--- config.mk ---
export PLATFORM = sky130hd
export DESIGN_NAME = ddr2_cmd_scheduler
export DESIGN_NICKNAME = d
export VERILOG_FILES = /design/src/rtl/ddr2_cmd_scheduler.sv
export SDC_FILE = /design/constraint.sdc
export NUM_CORES = 1
export LEC_CHECK = 0
export CAP_MARGIN = 5
export CORE_ASPECT_RATIO = 1.2
export CORE_MARGIN = 5
export CORE_UTILIZATION = 55
export DETAILED_ROUTE_END_ITERATION = 6
export PLACE_DENSITY_LB_ADDON = 0.15
export SLEW_MARGIN = 5
export SYNTH_ARGS = -nofsm -noshare
export SYNTH_HDL_FRONTEND = slang
export SYNTH_SLANG_ARGS = --single-unit
--- constraint.sdc ---
create_clock -name clk -period 7.9 [get_ports clk]
set_clock_uncertainty 0.2 [all_clocks]
set_input_delay 1.58 -clock clk [delete_from_list [all_inputs] [get_ports clk]]
set_output_delay 1.58 -clock clk [all_outputs]
set_load 0.01 [all_outputs]
--- src/rtl/ddr2_cmd_scheduler.sv ---
// ddr2_cmd_scheduler: DDR2 command-bus front end. Accepts single read/write
// requests, tracks the open row of every bank and drives ACT/PRE/RD/WR/REF
// on a registered command bus with the required inter-command spacing.
//
// Timing counters hold "cycles remaining minus one": a counter loaded when
// command X goes onto the bus lets the dependent command Y be selected in the
// cycle the counter reads zero, so Y reaches the registered bus exactly T
// cycles after X.
module ddr2_cmd_scheduler #(
  parameter int BA_WIDTH  = 3,
  parameter int ROW_WIDTH = 14,
  parameter int COL_WIDTH = 10,
  parameter int T_RCD     = 4,
  parameter int T_RP      = 4,
  parameter int T_RAS     = 12,
  parameter int T_WPR     = 8,
  parameter int T_CCD     = 2,
  parameter int T_RTW     = 4,
  parameter int T_WTR     = 6,
  parameter int T_RFC     = 26
) (
  input  logic                 clk,
  input  logic                 rst_n,
  input  logic                 req_valid,
  output logic                 req_ready,
  input  logic                 req_wr,
  input  logic [BA_WIDTH-1:0]  req_ba,
  input  logic [ROW_WIDTH-1:0] req_row,
  input  logic [COL_WIDTH-1:0] req_col,
  input  logic                 ref_req,
  output logic                 ref_ack,
  output logic                 rd_issue,
  output logic                 wr_issue,
  output logic                 cke,
  output logic                 cs_n,
  output logic                 ras_n,
  output logic                 cas_n,
  output logic                 we_n,
  output logic [BA_WIDTH-1:0]  ba,
  output logic [ROW_WIDTH-1:0] addr
);

  localparam int NUM_BANKS = 1 << BA_WIDTH;
  localparam int CNT_W     = $clog2(T_RFC + 1);
  localparam int A10       = 10;

  localparam logic [CNT_W-1:0] CNT_ZERO = CNT_W'(0);
  localparam logic [CNT_W-1:0] CNT_ONE  = CNT_W'(1);
  // ACT->column goes through the COL state, which costs one extra cycle.
  localparam logic [CNT_W-1:0] LD_RCD   = CNT_W'(T_RCD - 2);
  localparam logic [CNT_W-1:0] LD_RP    = CNT_W'(T_RP - 1);
  localparam logic [CNT_W-1:0] LD_RAS   = CNT_W'(T_RAS - 1);
  localparam logic [CNT_W-1:0] LD_WPR   = CNT_W'(T_WPR - 1);
  localparam logic [CNT_W-1:0] LD_CCD   = CNT_W'(T_CCD - 1);
  localparam logic [CNT_W-1:0] LD_RTW   = CNT_W'(T_RTW - 1);
  localparam logic [CNT_W-1:0] LD_WTR   = CNT_W'(T_WTR - 1);
  localparam logic [CNT_W-1:0] LD_RFC   = CNT_W'(T_RFC - 1);

  typedef enum logic [2:0] {
    ST_IDLE, ST_PRE_WAIT, ST_ACT_WAIT, ST_COL, ST_REF_PRE, ST_REF_RP, ST_REF_WAIT
  } state_t;

  typedef enum logic [2:0] {
    CMD_NOP, CMD_ACT, CMD_RD, CMD_WR, CMD_PRE, CMD_PREA, CMD_REF
  } cmd_t;

  function automatic logic [CNT_W-1:0] dec_sat(input logic [CNT_W-1:0] v);
    if (v == CNT_ZERO) begin
      return CNT_ZERO;
    end else begin
      return v - CNT_ONE;
    end
  endfunction

  function automatic logic [CNT_W-1:0] max_cnt(input logic [CNT_W-1:0] a,
                                               input logic [CNT_W-1:0] b);
    if (a > b) begin
      return a;
    end else begin
      return b;
    end
  endfunction

  // FSM, latched request and refresh bookkeeping
  state_t                 state_q, state_d;
  logic [CNT_W-1:0]       wait_q, wait_d;
  logic                   pre_done_q, pre_done_d;
  logic                   lat_wr_q, lat_wr_d;
  logic [BA_WIDTH-1:0]    lat_ba_q, lat_ba_d;
  logic [ROW_WIDTH-1:0]   lat_row_q, lat_row_d;
  logic [COL_WIDTH-1:0]   lat_col_q, lat_col_d;
  logic                   ref_pend_q, ref_pend_d;

  // Bank table and timing counters
  logic [NUM_BANKS-1:0]   open_q, open_d;
  logic [ROW_WIDTH-1:0]   row_q   [NUM_BANKS];
  logic [ROW_WIDTH-1:0]   row_d   [NUM_BANKS];
  logic [CNT_W-1:0]       prech_q [NUM_BANKS];
  logic [CNT_W-1:0]       prech_d [NUM_BANKS];
  logic [CNT_W-1:0]       rd_gap_q, rd_gap_d;
  logic [CNT_W-1:0]       wr_gap_q, wr_gap_d;

  // Registered outputs
  logic                   req_ready_q, req_ready_d;
  logic                   ref_ack_q, ref_ack_d;
  logic                   rd_issue_q, rd_issue_d;
  logic                   wr_issue_q, wr_issue_d;
  logic                   cke_q, cke_d;
  logic                   cs_n_q, cs_n_d;
  logic                   ras_n_q, ras_n_d;
  logic                   cas_n_q, cas_n_d;
  logic                   we_n_q, we_n_d;
  logic [BA_WIDTH-1:0]    ba_q, ba_d;
  logic [ROW_WIDTH-1:0]   addr_q, addr_d;

  // Combinational helpers
  cmd_t                   cmd_s;
  logic [BA_WIDTH-1:0]    cmd_ba_s;
  logic [ROW_WIDTH-1:0]   cmd_row_s;
  logic                   ref_done_s;
  logic                   prech_idle_s;
  logic                   col_ok_s;

  // All banks have satisfied tRAS/tWR and may take a PRE-all
  always_comb begin
    prech_idle_s = 1'b1;
    for (int i = 0; i < NUM_BANKS; i++) begin
      prech_idle_s = prech_idle_s & (prech_q[i] == CNT_ZERO);
    end
  end

  // Column spacing is tracked per direction so RD->RD, RD->WR and WR->RD each get their own gap
  always_comb begin
    if (lat_wr_q) begin
      col_ok_s = (wr_gap_q == CNT_ZERO);
    end else begin
      col_ok_s = (rd_gap_q == CNT_ZERO);
    end
  end

  // Next-state logic and selection of the command to place on the bus
  always_comb begin
    state_d    = state_q;
    wait_d     = dec_sat(wait_q);
    pre_done_d = pre_done_q;
    lat_wr_d   = lat_wr_q;
    lat_ba_d   = lat_ba_q;
    lat_row_d  = lat_row_q;
    lat_col_d  = lat_col_q;
    cmd_s      = CMD_NOP;
    cmd_ba_s   = lat_ba_q;
    cmd_row_s  = lat_row_q;
    ref_done_s = 1'b0;
    ref_ack_d  = 1'b0;
    case (state_q)
      ST_IDLE: begin
        if (req_valid && req_ready_q) begin
          lat_wr_d  = req_wr;
          lat_ba_d  = req_ba;
          lat_row_d = req_row;
          lat_col_d = req_col;
          cmd_ba_s  = req_ba;
          cmd_row_s = req_row;
          if (open_q[req_ba] && (row_q[req_ba] == req_row)) begin
            state_d = ST_COL;
          end else if (!open_q[req_ba]) begin
            cmd_s   = CMD_ACT;
            wait_d  = LD_RCD;
            state_d = ST_ACT_WAIT;
          end else if (prech_q[req_ba] == CNT_ZERO) begin
            cmd_s      = CMD_PRE;
            wait_d     = LD_RP;
            pre_done_d = 1'b1;
            state_d    = ST_PRE_WAIT;
          end else begin
            pre_done_d = 1'b0;
            state_d    = ST_PRE_WAIT;
          end
        end else if (ref_pend_q) begin
          if (|open_q) begin
            state_d = ST_REF_PRE;
          end else begin
            cmd_s   = CMD_REF;
            wait_d  = LD_RFC;
            state_d = ST_REF_WAIT;
          end
        end else begin
          state_d = ST_IDLE;
        end
      end
      ST_PRE_WAIT: begin
        if (!pre_done_q) begin
          if (prech_q[lat_ba_q] == CNT_ZERO) begin
            cmd_s      = CMD_PRE;
            wait_d     = LD_RP;
            pre_done_d = 1'b1;
          end else begin
            pre_done_d = 1'b0;
          end
        end else if (wait_q == CNT_ZERO) begin
          cmd_s   = CMD_ACT;
          wait_d  = LD_RCD;
          state_d = ST_ACT_WAIT;
        end else begin
          state_d = ST_PRE_WAIT;
        end
      end
      ST_ACT_WAIT: begin
        if (wait_q == CNT_ZERO) begin
          state_d = ST_COL;
        end else begin
          state_d = ST_ACT_WAIT;
        end
      end
      ST_COL: begin
        if (col_ok_s) begin
          cmd_s   = lat_wr_q ? CMD_WR : CMD_RD;
          state_d = ST_IDLE;
        end else begin
          state_d = ST_COL;
        end
      end
      ST_REF_PRE: begin
        if (prech_idle_s) begin
          cmd_s   = CMD_PREA;
          wait_d  = LD_RP;
          state_d = ST_REF_RP;
        end else begin
          state_d = ST_REF_PRE;
        end
      end
      ST_REF_RP: begin
        if (wait_q == CNT_ZERO) begin
          cmd_s   = CMD_REF;
          wait_d  = LD_RFC;
          state_d = ST_REF_WAIT;
        end else begin
          state_d = ST_REF_RP;
        end
      end
      ST_REF_WAIT: begin
        if (wait_q == CNT_ZERO) begin
          ref_done_s = 1'b1;
          ref_ack_d  = 1'b1;
          state_d    = ST_IDLE;
        end else begin
          state_d = ST_REF_WAIT;
        end
      end
      default: begin
        state_d = ST_IDLE;
      end
    endcase

    // Refresh requests collapse into one pending flag; those seen during REF_WAIT are absorbed
    if (cmd_s == CMD_REF) begin
      ref_pend_d = 1'b0;
    end else if (ref_req && (state_q != ST_REF_WAIT)) begin
      ref_pend_d = 1'b1;
    end else begin
      ref_pend_d = ref_pend_q;
    end

    req_ready_d = (state_d == ST_IDLE) && !ref_pend_d;
  end

  // Bank open/row table and timing counter updates driven by the selected command
  always_comb begin
    open_d   = open_q;
    rd_gap_d = dec_sat(rd_gap_q);
    wr_gap_d = dec_sat(wr_gap_q);
    for (int i = 0; i < NUM_BANKS; i++) begin
      row_d[i]   = row_q[i];
      prech_d[i] = dec_sat(prech_q[i]);
    end
    case (cmd_s)
      CMD_ACT: begin
        open_d[cmd_ba_s]  = 1'b1;
        row_d[cmd_ba_s]   = cmd_row_s;
        prech_d[cmd_ba_s] = LD_RAS;
      end
      CMD_PRE: begin
        open_d[cmd_ba_s] = 1'b0;
      end
      CMD_PREA: begin
        open_d = {NUM_BANKS{1'b0}};
      end
      CMD_RD: begin
        rd_gap_d = LD_CCD;
        wr_gap_d = LD_RTW;
      end
      CMD_WR: begin
        wr_gap_d          = LD_CCD;
        rd_gap_d          = LD_WTR;
        prech_d[cmd_ba_s] = max_cnt(dec_sat(prech_q[cmd_ba_s]), LD_WPR);
      end
      default: begin
        open_d = open_d;
      end
    endcase
    if (ref_done_s) begin
      open_d = {NUM_BANKS{1'b0}};
    end else begin
      open_d = open_d;
    end
  end

  // Command pin encoding (cs,ras,cas,we) and address/bank mux for the registered bus
  always_comb begin
    cke_d      = 1'b1;
    cs_n_d     = 1'b0;
    ras_n_d    = 1'b1;
    cas_n_d    = 1'b1;
    we_n_d     = 1'b1;
    ba_d       = BA_WIDTH'(0);
    addr_d     = ROW_WIDTH'(0);
    rd_issue_d = 1'b0;
    wr_issue_d = 1'b0;
    case (cmd_s)
      CMD_ACT: begin
        {cs_n_d, ras_n_d, cas_n_d, we_n_d} = 4'b0011;
        ba_d   = cmd_ba_s;
        addr_d = cmd_row_s;
      end
      CMD_RD: begin
        {cs_n_d, ras_n_d, cas_n_d, we_n_d} = 4'b0101;
        ba_d                   = cmd_ba_s;
        addr_d[COL_WIDTH-1:0]  = lat_col_q;
        addr_d[A10]            = 1'b0;
        rd_issue_d             = 1'b1;
      end
      CMD_WR: begin
        {cs_n_d, ras_n_d, cas_n_d, we_n_d} = 4'b0100;
        ba_d                   = cmd_ba_s;
        addr_d[COL_WIDTH-1:0]  = lat_col_q;
        addr_d[A10]            = 1'b0;
        wr_issue_d             = 1'b1;
      end
      CMD_PRE: begin
        {cs_n_d, ras_n_d, cas_n_d, we_n_d} = 4'b0010;
        ba_d = cmd_ba_s;
      end
      CMD_PREA: begin
        {cs_n_d, ras_n_d, cas_n_d, we_n_d} = 4'b0010;
        addr_d[A10] = 1'b1;
      end
      CMD_REF: begin
        {cs_n_d, ras_n_d, cas_n_d, we_n_d} = 4'b0001;
      end
      default: begin
        {cs_n_d, ras_n_d, cas_n_d, we_n_d} = 4'b0111;
      end
    endcase
  end

  // State, bank table, counters and bus registers with asynchronous reset
  always_ff @(posedge clk or negedge rst_n) begin
    if (!rst_n) begin
      state_q     <= ST_IDLE;
      wait_q      <= CNT_ZERO;
      pre_done_q  <= 1'b0;
      lat_wr_q    <= 1'b0;
      lat_ba_q    <= BA_WIDTH'(0);
      lat_row_q   <= ROW_WIDTH'(0);
      lat_col_q   <= COL_WIDTH'(0);
      ref_pend_q  <= 1'b0;
      open_q      <= {NUM_BANKS{1'b0}};
      for (int i = 0; i < NUM_BANKS; i++) begin
        row_q[i]   <= ROW_WIDTH'(0);
        prech_q[i] <= CNT_ZERO;
      end
      rd_gap_q    <= CNT_ZERO;
      wr_gap_q    <= CNT_ZERO;
      req_ready_q <= 1'b0;
      ref_ack_q   <= 1'b0;
      rd_issue_q  <= 1'b0;
      wr_issue_q  <= 1'b0;
      cke_q       <= 1'b0;
      cs_n_q      <= 1'b1;
      ras_n_q     <= 1'b1;
      cas_n_q     <= 1'b1;
      we_n_q      <= 1'b1;
      ba_q        <= BA_WIDTH'(0);
      addr_q      <= ROW_WIDTH'(0);
    end else begin
      state_q     <= state_d;
      wait_q      <= wait_d;
      pre_done_q  <= pre_done_d;
      lat_wr_q    <= lat_wr_d;
      lat_ba_q    <= lat_ba_d;
      lat_row_q   <= lat_row_d;
      lat_col_q   <= lat_col_d;
      ref_pend_q  <= ref_pend_d;
      open_q      <= open_d;
      for (int i = 0; i < NUM_BANKS; i++) begin
        row_q[i]   <= row_d[i];
        prech_q[i] <= prech_d[i];
      end
      rd_gap_q    <= rd_gap_d;
      wr_gap_q    <= wr_gap_d;
      req_ready_q <= req_ready_d;
      ref_ack_q   <= ref_ack_d;
      rd_issue_q  <= rd_issue_d;
      wr_issue_q  <= wr_issue_d;
      cke_q       <= cke_d;
      cs_n_q      <= cs_n_d;
      ras_n_q     <= ras_n_d;
      cas_n_q     <= cas_n_d;
      we_n_q      <= we_n_d;
      ba_q        <= ba_d;
      addr_q      <= addr_d;
    end
  end

  assign req_ready = req_ready_q;
  assign ref_ack   = ref_ack_q;
  assign rd_issue  = rd_issue_q;
  assign wr_issue  = wr_issue_q;
  assign cke       = cke_q;
  assign cs_n      = cs_n_q;
  assign ras_n     = ras_n_q;
  assign cas_n     = cas_n_q;
  assign we_n      = we_n_q;
  assign ba        = ba_q;
  assign addr      = addr_q;

endmodule

==> results of run 1 <==
[layout make-up]
cell class	count	area, um^2
clock buffers	36	707
flip-flops and latches	234	5860
repair buffers	76	716
inverters	49	184
multi-input cells	921	5770
fillers	1854	8010
well taps	274	343
clock inverters	10	113
[critical path: stages]
cell	delay, ns
sky130_fd_sc_hd__clkdlybuf4s50_1	0.49
sky130_fd_sc_hd__and2_1	0.65
sky130_fd_sc_hd__nand2_2	0.67
sky130_fd_sc_hd__o31ai_1	0.86
sky130_fd_sc_hd__a22oi_1	0.23
sky130_fd_sc_hd__o211ai_1	0.25
sky130_fd_sc_hd__ha_1	0.34
sky130_fd_sc_hd__a21oi_1	0.09
sky130_fd_sc_hd__mux2_2	0.32
sky130_fd_sc_hd__nor2_1	0.50
sky130_fd_sc_hd__o31ai_1	0.17
[worst paths after layout]
path                         startpoint           to  slack (ns)  depth (start not counted)
max                           req_valid   prech_q[8]        1.89                         11
min                        lat_col_q[0]      addr[0]        0.28                          2
max reg2reg                  state_q[1]   prech_q[8]        2.86                         10
min reg2reg                lat_col_q[0]      addr[0]        0.28                          2
max in group asynchronous         rst_n    row_q[16]        5.21                          2
min in group asynchronous         rst_n  wr_gap_q[2]        0.91                          1
[cell usage after synthesis (7+ instances only)]
cell type                    n
sky130_fd_sc_hd__nor2_1    128
sky130_fd_sc_hd__inv_1      47
sky130_fd_sc_hd__ha_1       20
sky130_fd_sc_hd__o21ai_0   116
sky130_fd_sc_hd__mux2i_1    57
sky130_fd_sc_hd__nand2_1   164
sky130_fd_sc_hd__and2_1      7
sky130_fd_sc_hd__nand2b_1   14
sky130_fd_sc_hd__mux4_2     18
sky130_fd_sc_hd__o22a_1     14
sky130_fd_sc_hd__nor4b_1    10
sky130_fd_sc_hd__dfrtp_1   230
sky130_fd_sc_hd__xor2_1      8
sky130_fd_sc_hd__a21oi_1    89
sky130_fd_sc_hd__o31ai_1     8
sky130_fd_sc_hd__nand3_1    20
sky130_fd_sc_hd__o22ai_1    10
sky130_fd_sc_hd__a31oi_1    18
sky130_fd_sc_hd__a22oi_1    18
sky130_fd_sc_hd__buf_1       7
sky130_fd_sc_hd__a211oi_1   10
sky130_fd_sc_hd__clkbuf_1   29
sky130_fd_sc_hd__xnor2_1    29
sky130_fd_sc_hd__buf_2      23
sky130_fd_sc_hd__nor3_1     39
[per-layer routing]
metal | vias up | GRT usage, % | part of all wire (%)
met5 | - | 0 | 0
met4 | 0 | 11.6 | 5.0
met3 | 96 | 3.40 | 5.6
met2 | 373 | 45.7 | 50
met1 | 4810 | 34.0 | 40
li1 | 4601 | - | -
[cell families after synthesis]
| logic type | synth area share (%) |
|---|---|
| buffers and inverters | 4.08 |
| AO/OA/AOI/OAI | 17.7 |
| multiplexers | 8.63 |
| adder cells (fa/ha/maj) | 2.06 |
| other | 0.0620 |
| XOR/XNOR | 2.67 |
| flip-flops | 48.3 |
| AND/OR/NAND/NOR | 16.5 |
[sequential cells by signal (all words and copies together) (netlist names), 3 cells and up]
signal and count:
row_q 112, prech_q 40, addr 14, lat_row_q 14, lat_col_q 10, open_q 8
rd_gap_q 5, wait_q 5, wr_gap_q 5, ba 3, lat_ba_q 3, state_q 3
[metrics by stage]
stage / worst slack, ns / std cells / total power (uW)
finish: 1.89 / 1600 / 3810
global placement: 1.55 / 1554 / 2620
CTS: 2.03 / 1600 / 3820
detailed placement: 1.47 / 1554 / 2640
global route: 1.72 / 1600 / 4030
floorplan: 3.58 / 1270 / 2330
[where the power goes]
part           internal, uW  switching (uW)
clock network           688             480
logic                   481             583
registers              1370             217
total                  2540            1280
==> results by group, run 1 <==
Outcome
  – Outcome: complete, no violations

Timing
  – Final setup vio count: 0
  – Number of max-slew violations in the final report: 0
  – RSZ-0062 raised after global routing: false
  – Maximum frequency from static timing analysis: 0.166 GHz
  – Final-report hold violation count: 0
  – Worst slew margin relative to its limit: 21.2%
  – Actual slew at the worst max-slew pin: 1.15 ns
  – Final hold slack: between 0.2 and 0.3 ns
  – Post-layout min period: between 6 and 7 ns
  – Share of the cycle needed by the critical path after routing: 76.1%
  – Sum of negative setup slack: 0 ns

Die
  – Floorplan Core Area: 0.0217 mm^2
  – Initial standard-cell utilization of the core: 55.9%
  – I/O pin cnt: 58
  – Floorplan die height: 173 um
  – Die width: 146 um
  – Area of the die: 0.0251 mm^2
  – Number of rows in the core area: 59

Clock tree
  – Clock tree from TritonCTS: yes
  – Register clock-pin slew on the reported worst setup and hold paths: 0.06 ns
  – Post-CTS setup repair buffer count: 0
  – Number of levels in the clock H-tree: 1
  – CTS buffer count: 25
  – Insertion delay to the later sink of the worst-skew pair: 0.54 ns
  – Clock tree sinks: ~230
  – Post-CTS Resized: 0
  – Number of buffers between clock root and the deepest sink: 3
  – Hold Buf Count CTS: 0
  – Clock root cell: sky130_fd_sc_hd__clkbuf_16

Global routing
  – Global-route wire length before repair: 54.6 mm
  – Sum of overflow across all layers after global routing: 0
  – Vias in the first global route: 9,925
  – Antenna violations before repair: 0
  – Global router's overall resource usage: 26.6%
  – Largest net degree at the start of global routing: 113

Placement
  – Number of I/O port buffers: 57
  – Routability cong.: approximately 0.95
  – Cell area reported after detailed placement: about 0.013 mm^2
  – Final HPWL from detailed placement: around 23 mm

Finish
  – Share of final-layout standard cells stronger than drive strength 1: roughly 8%
  – Commonest cells after routing, fill and taps aside: 230 x sky130_fd_sc_hd__dfrtp_1, 163 x sky130_fd_sc_hd__nand2_1, 128 x sky130_fd_sc_hd__nor2_1, 116 x sky130_fd_sc_hd__o21ai_0, 89 x sky130_fd_sc_hd__a21oi_1
  – Net count reported at finish: ~1,400
  – Most common library cell in the layout ignoring fill and taps: sky130_fd_sc_hd__dfrtp_1
  – Final core utilization: a little over three fifths
  – Final instance area: approximately 0.014 mm^2
  – Total inserted antenna cells: 0
  – Area added between synthesis and finish: 13.0%

Synth
  – Yosys warnings: 0
  – Cell variety after synth: 75
  – Leading area contributor after synthesis: sky130_fd_sc_hd__dfrtp_1
  – Net count after synthesis: 1,322
  – Register area share after synthesis: 48.3%
  – Number of synthesized register bits: 234
  – Syn Inst Count: between 1,000 and 1,500
  – Share of the synthesized area in the top cell type: between 40% and 50%
  – Biggest area contributors in the synthesized netlist: sky130_fd_sc_hd__dfrtp_1 47%, sky130_fd_sc_hd__nand2_1 5.1%, sky130_fd_sc_hd__o21ai_0 4.8%
  – Cell area after synthesis: 0.0121 mm^2
  – Synth Area per Inst: roughly 9.5 um^2
  – Share of synthesized flip-flops with an asynchronous set or reset: 100%
  – Number of flops mapped to enable cells by yosys: 0
  – Synth Flop Type: sky130_fd_sc_hd__dfrtp_1

Worst setup path
  – Worst endpoint data arrival time: 6.17 ns
  – Critical Path End Type: flip-flop
  – Largest fanout on the critical path: 24
  – Worst Setup Start Kind: input pin
  – Classification of the worst setup path: input pin to flip-flop
  – Required time worst endpoint: 8.06 ns

Routing
  – Via density per instance: slightly above 6
  – Remaining routing DRC violations: 0
  – Mean routed wirelength per cell: 21.2 um
  – ANT nets after route: 0
  – Via count: ~9,900
  – Total iterations of the first detailed-routing run: 5
  – Detailed router's first-iteration violation count: about 870
  – Routed wire length: 33.9 mm

Pwr
  – Leakage dissipation: 0.00613 uW
  – Pwr dens: about 280 mW/mm^2
  – Worst VDD drop: 0.256 mV

Run
  – Max-capacitance violation count: 0

Min path
  – Class of the tightest hold or removal check: flip-flop to flip-flop
(Power assumes the default switching activity.)
==> run 2: changes to the inputs <==
clock period = 4.8 ns   (was 7.9 ns; I/O delays follow)
==> run 2 against run 1 <==
  * Utilization grew 1.6 points
  * Worst hold slack is essentially flat
  * Wire length grew 3.6%
  * Via count grew 2.4%
  * Cell area grew 2.5%
  * Non-clock buffer count grew 42
  * Combinational power grew 73%
  * First-iteration DRC count grew 13%
  * Clock power grew 65%
  * Power grew 67%
  * Sequential cell count is the same
  * Sequential share of layout area shrank 1.0 points
  * Critical endpoint is now prech_q[15]
  * Largest cell class unchanged
==> results by group, run 2 (synthesis results as in run 1) <==
Outcome
  – Outcome: complete, no violations

Placement
  – Number of I/O port buffers: 57
  – Routability cong.: 0.996
  – Final HPWL from detailed placement: 24.6 mm
  – Placed insts: 1,596
  – Post-placement worst setup slack: between 0.15 and 0.2 ns

Finish
  – Net count reported at finish: 1,401
  – Flip-flop count of the largest register, all copies and words added: 112
  – Commonest cells after routing, fill and taps aside: 230 x sky130_fd_sc_hd__dfrtp_1, 163 x sky130_fd_sc_hd__nand2_1, 128 x sky130_fd_sc_hd__nor2_1, 116 x sky130_fd_sc_hd__o21ai_0, 89 x sky130_fd_sc_hd__a21oi_1
  – Most common library cell in the layout ignoring fill and taps: sky130_fd_sc_hd__dfrtp_1
  – Finished Layout Cells: 1,642
  – Share of final-layout standard cells stronger than drive strength 1: around a tenth
  – Total inserted antenna cells: 0
  – Top register by number of flip-flops: row_q
  – Area added between synthesis and finish: 15.8%
  – Filler cells: 1,800
  – Biggest regs: row_q (112), prech_q (40)

Global routing
  – Largest net degree at the start of global routing: 125
  – Routing layer with the top usage in global route: met2
  – Met3 Resource Use GR: 3.64%
  – Met2 Resource Use GR: 48.3%
  – Met1 usage in global routing: 34.9%
  – Vias in the first global route: 10,300
  – Sum of overflow across all layers after global routing: 0
  – Global router's overall resource usage: ~28%
  – Global-route wire length before repair: between 50 and 60 mm
  – Antenna violations before repair: 0

Clock tree
  – Number of buffers between clock root and the deepest sink: 3
  – Clock tree sinks: roughly 230
  – Hold Buf Count CTS: 0
  – Clock root cell: sky130_fd_sc_hd__clkbuf_16
  – Post-CTS Resized: 0
  – Register clock-pin slew on the reported worst setup and hold paths: 0.06 ns
  – Clock tree from TritonCTS: yes
  – CTS buffer count: 25
  – Insertion delay to the later sink of the worst-skew pair: 0.53 ns
  – Post-CTS setup repair buffer count: 0
  – Number of levels in the clock H-tree: 1

Worst setup path
  – Cell-by-cell trace of the critical path: clkdlybuf4s50_1, and2_1, nand2_2, mux2_2, a22oi_1, and4_1, ha_1, a21oi_1, o21bai_1, or3_1, o22a_1
  – Setup slack, reg-to-reg: 0.63 ns
  – Worst endpoint data arrival time: 4.49 ns
  – Largest fanout on the critical path: 13
  – Reg-to-reg critical path startpoint: state_q[0]
  – Crit-path max cell delay: 0.50 ns
  – Required time worst endpoint: slightly above 5 ns
  – Worst Reg2Reg Path Length in Cells: 10
  – Endpoint of the most critical register-to-register path: prech_q[20]
  – Critical Path Slowest Stage Cell: sky130_fd_sc_hd__clkdlybuf4s50_1
  – Classification of the worst setup path: input pin to flip-flop
  – Destination of the critical timing path: prech_q[15]
  – Worst Setup Start Kind: input pin
  – Critical Path End Type: flip-flop
  – Launch point of the worst path: req_valid

Routing
  – Via density per instance: 6.16
  – ANT nets after route: 0
  – Detailed router's first-iteration violation count: approximately 1,000
  – Via count: roughly 10,000
  – Routed wire length: 35.1 mm
  – Remaining routing DRC violations: 0
  – Total iterations of the first detailed-routing run: 5
  – Mean routed wirelength per cell: 21.4 um

Timing
  – Number of max-slew violations in the final report: 0
  – Worst slew margin relative to its limit: 33.3%
  – Final-report hold violation count: 0
  – Actual slew at the worst max-slew pin: 0.990 ns
  – Maximum frequency from static timing analysis: around 0.24 GHz
  – Share of the cycle needed by the critical path after routing: roughly nine tenths
  – Final setup vio count: 0
  – Final hold slack: 0.277 ns
  – Post-layout min period: 4.23 ns
  – RSZ-0062 raised after global routing: false
  – Sum of negative setup slack: 0 ns
  – Final Worst Setup Slack: approximately 0.57 ns

Min path
  – Class of the tightest hold or removal check: flip-flop to flip-flop

Die
  – Floorplan Core Area: 0.0217 mm^2
  – Number of rows in the core area: 59
  – Area of the die: approximately 0.025 mm^2
  – Floorplan die height: 173 um
  – Initial standard-cell utilization of the core: a little under three fifths
  – I/O pin cnt: 58
  – Die width: around 150 um

Pwr
  – Leakage dissipation: 0.00635 uW
  – Pwr dens: 453 mW/mm^2
  – Worst VDD drop: 0.431 mV
  – Total power consumption of the routed design: 6360 uW

Run
  – Max-capacitance violation count: 0
==> run 2: cell count changes in the layout (fill, tap and decap cells not counted) <==
cell                         previous run  this run
sky130_fd_sc_hd__buf_4                 20        60
sky130_fd_sc_hd__buf_12                 0         2
sky130_fd_sc_hd__clkbuf_1               7         9
sky130_fd_sc_hd__clkinvlp_4             2         0
sky130_fd_sc_hd__clkbuf_8               4         5
sky130_fd_sc_hd__clkinv_2               4         3
==> run 2: layer usage <==
metal,up-vias,wire length (um)
met4,0,1650
li1,4689,-
met1,4931,13900
met2,392,17600
met3,106,1970
met5,-,0
==> run 2: report_power, final <==
part / switching (uW) / internal (uW) / total (uW) / leakage, uW
Combinational: 998 / 835 / 1830 / 0.00288
Sequential: 348 / 2250 / 2600 / 0.00307
Clock: 781 / 1150 / 1930 / 0.000403
==> run 2: worst min path at each step <==
stage                 start           end  slack (ns)  cells after the start
2_1_floorplan     row_q[14]     row_q[14]        0.24                      2
3_3_place_gp      row_q[15]     row_q[15]        0.26                      2
3_5_place_dp   lat_col_q[4]  lat_col_q[4]        0.26                      2
4_1_cts           row_q[20]     row_q[20]        0.28                      2
5_1_grt        lat_col_q[6]  lat_col_q[6]        0.29                      2
6_report          row_q[74]     row_q[74]        0.28                      2
==> run 2: cell type report <==
cell class | count | area (um^2) | area share [%]
clock buffers | 39 | 728 | 5.19
clock inverters | 7 | 92.6 | 0.660
inverters | 49 | 184 | 1.31
multi-input cells | 921 | 5770 | 41.1
flip-flops and latches | 234 | 5860 | 41.8
well taps | 274 | 343 | 2.44
repair buffers | 118 | 1060 | 7.52
==> run 2: metrics by stage <==
stage / area [um^2] / utilization (%)
floorplan: 12100 / -
global placement: 13200 / 60.9
detailed placement: 13200 / 60.9
CTS: 14000 / 64.7
global route: 14000 / 64.7
finish: 14000 / 64.7
==> run 2: worst max-delay path: cells and delay by family <==
family	cells	cell delay (ns)
AO/OA/AOI/OAI	4	0.92
buffers and inverters	1	0.50
adder cells (fa/ha/maj)	1	0.30
multiplexers	1	0.39
AND/OR/NAND/NOR	4	1.39
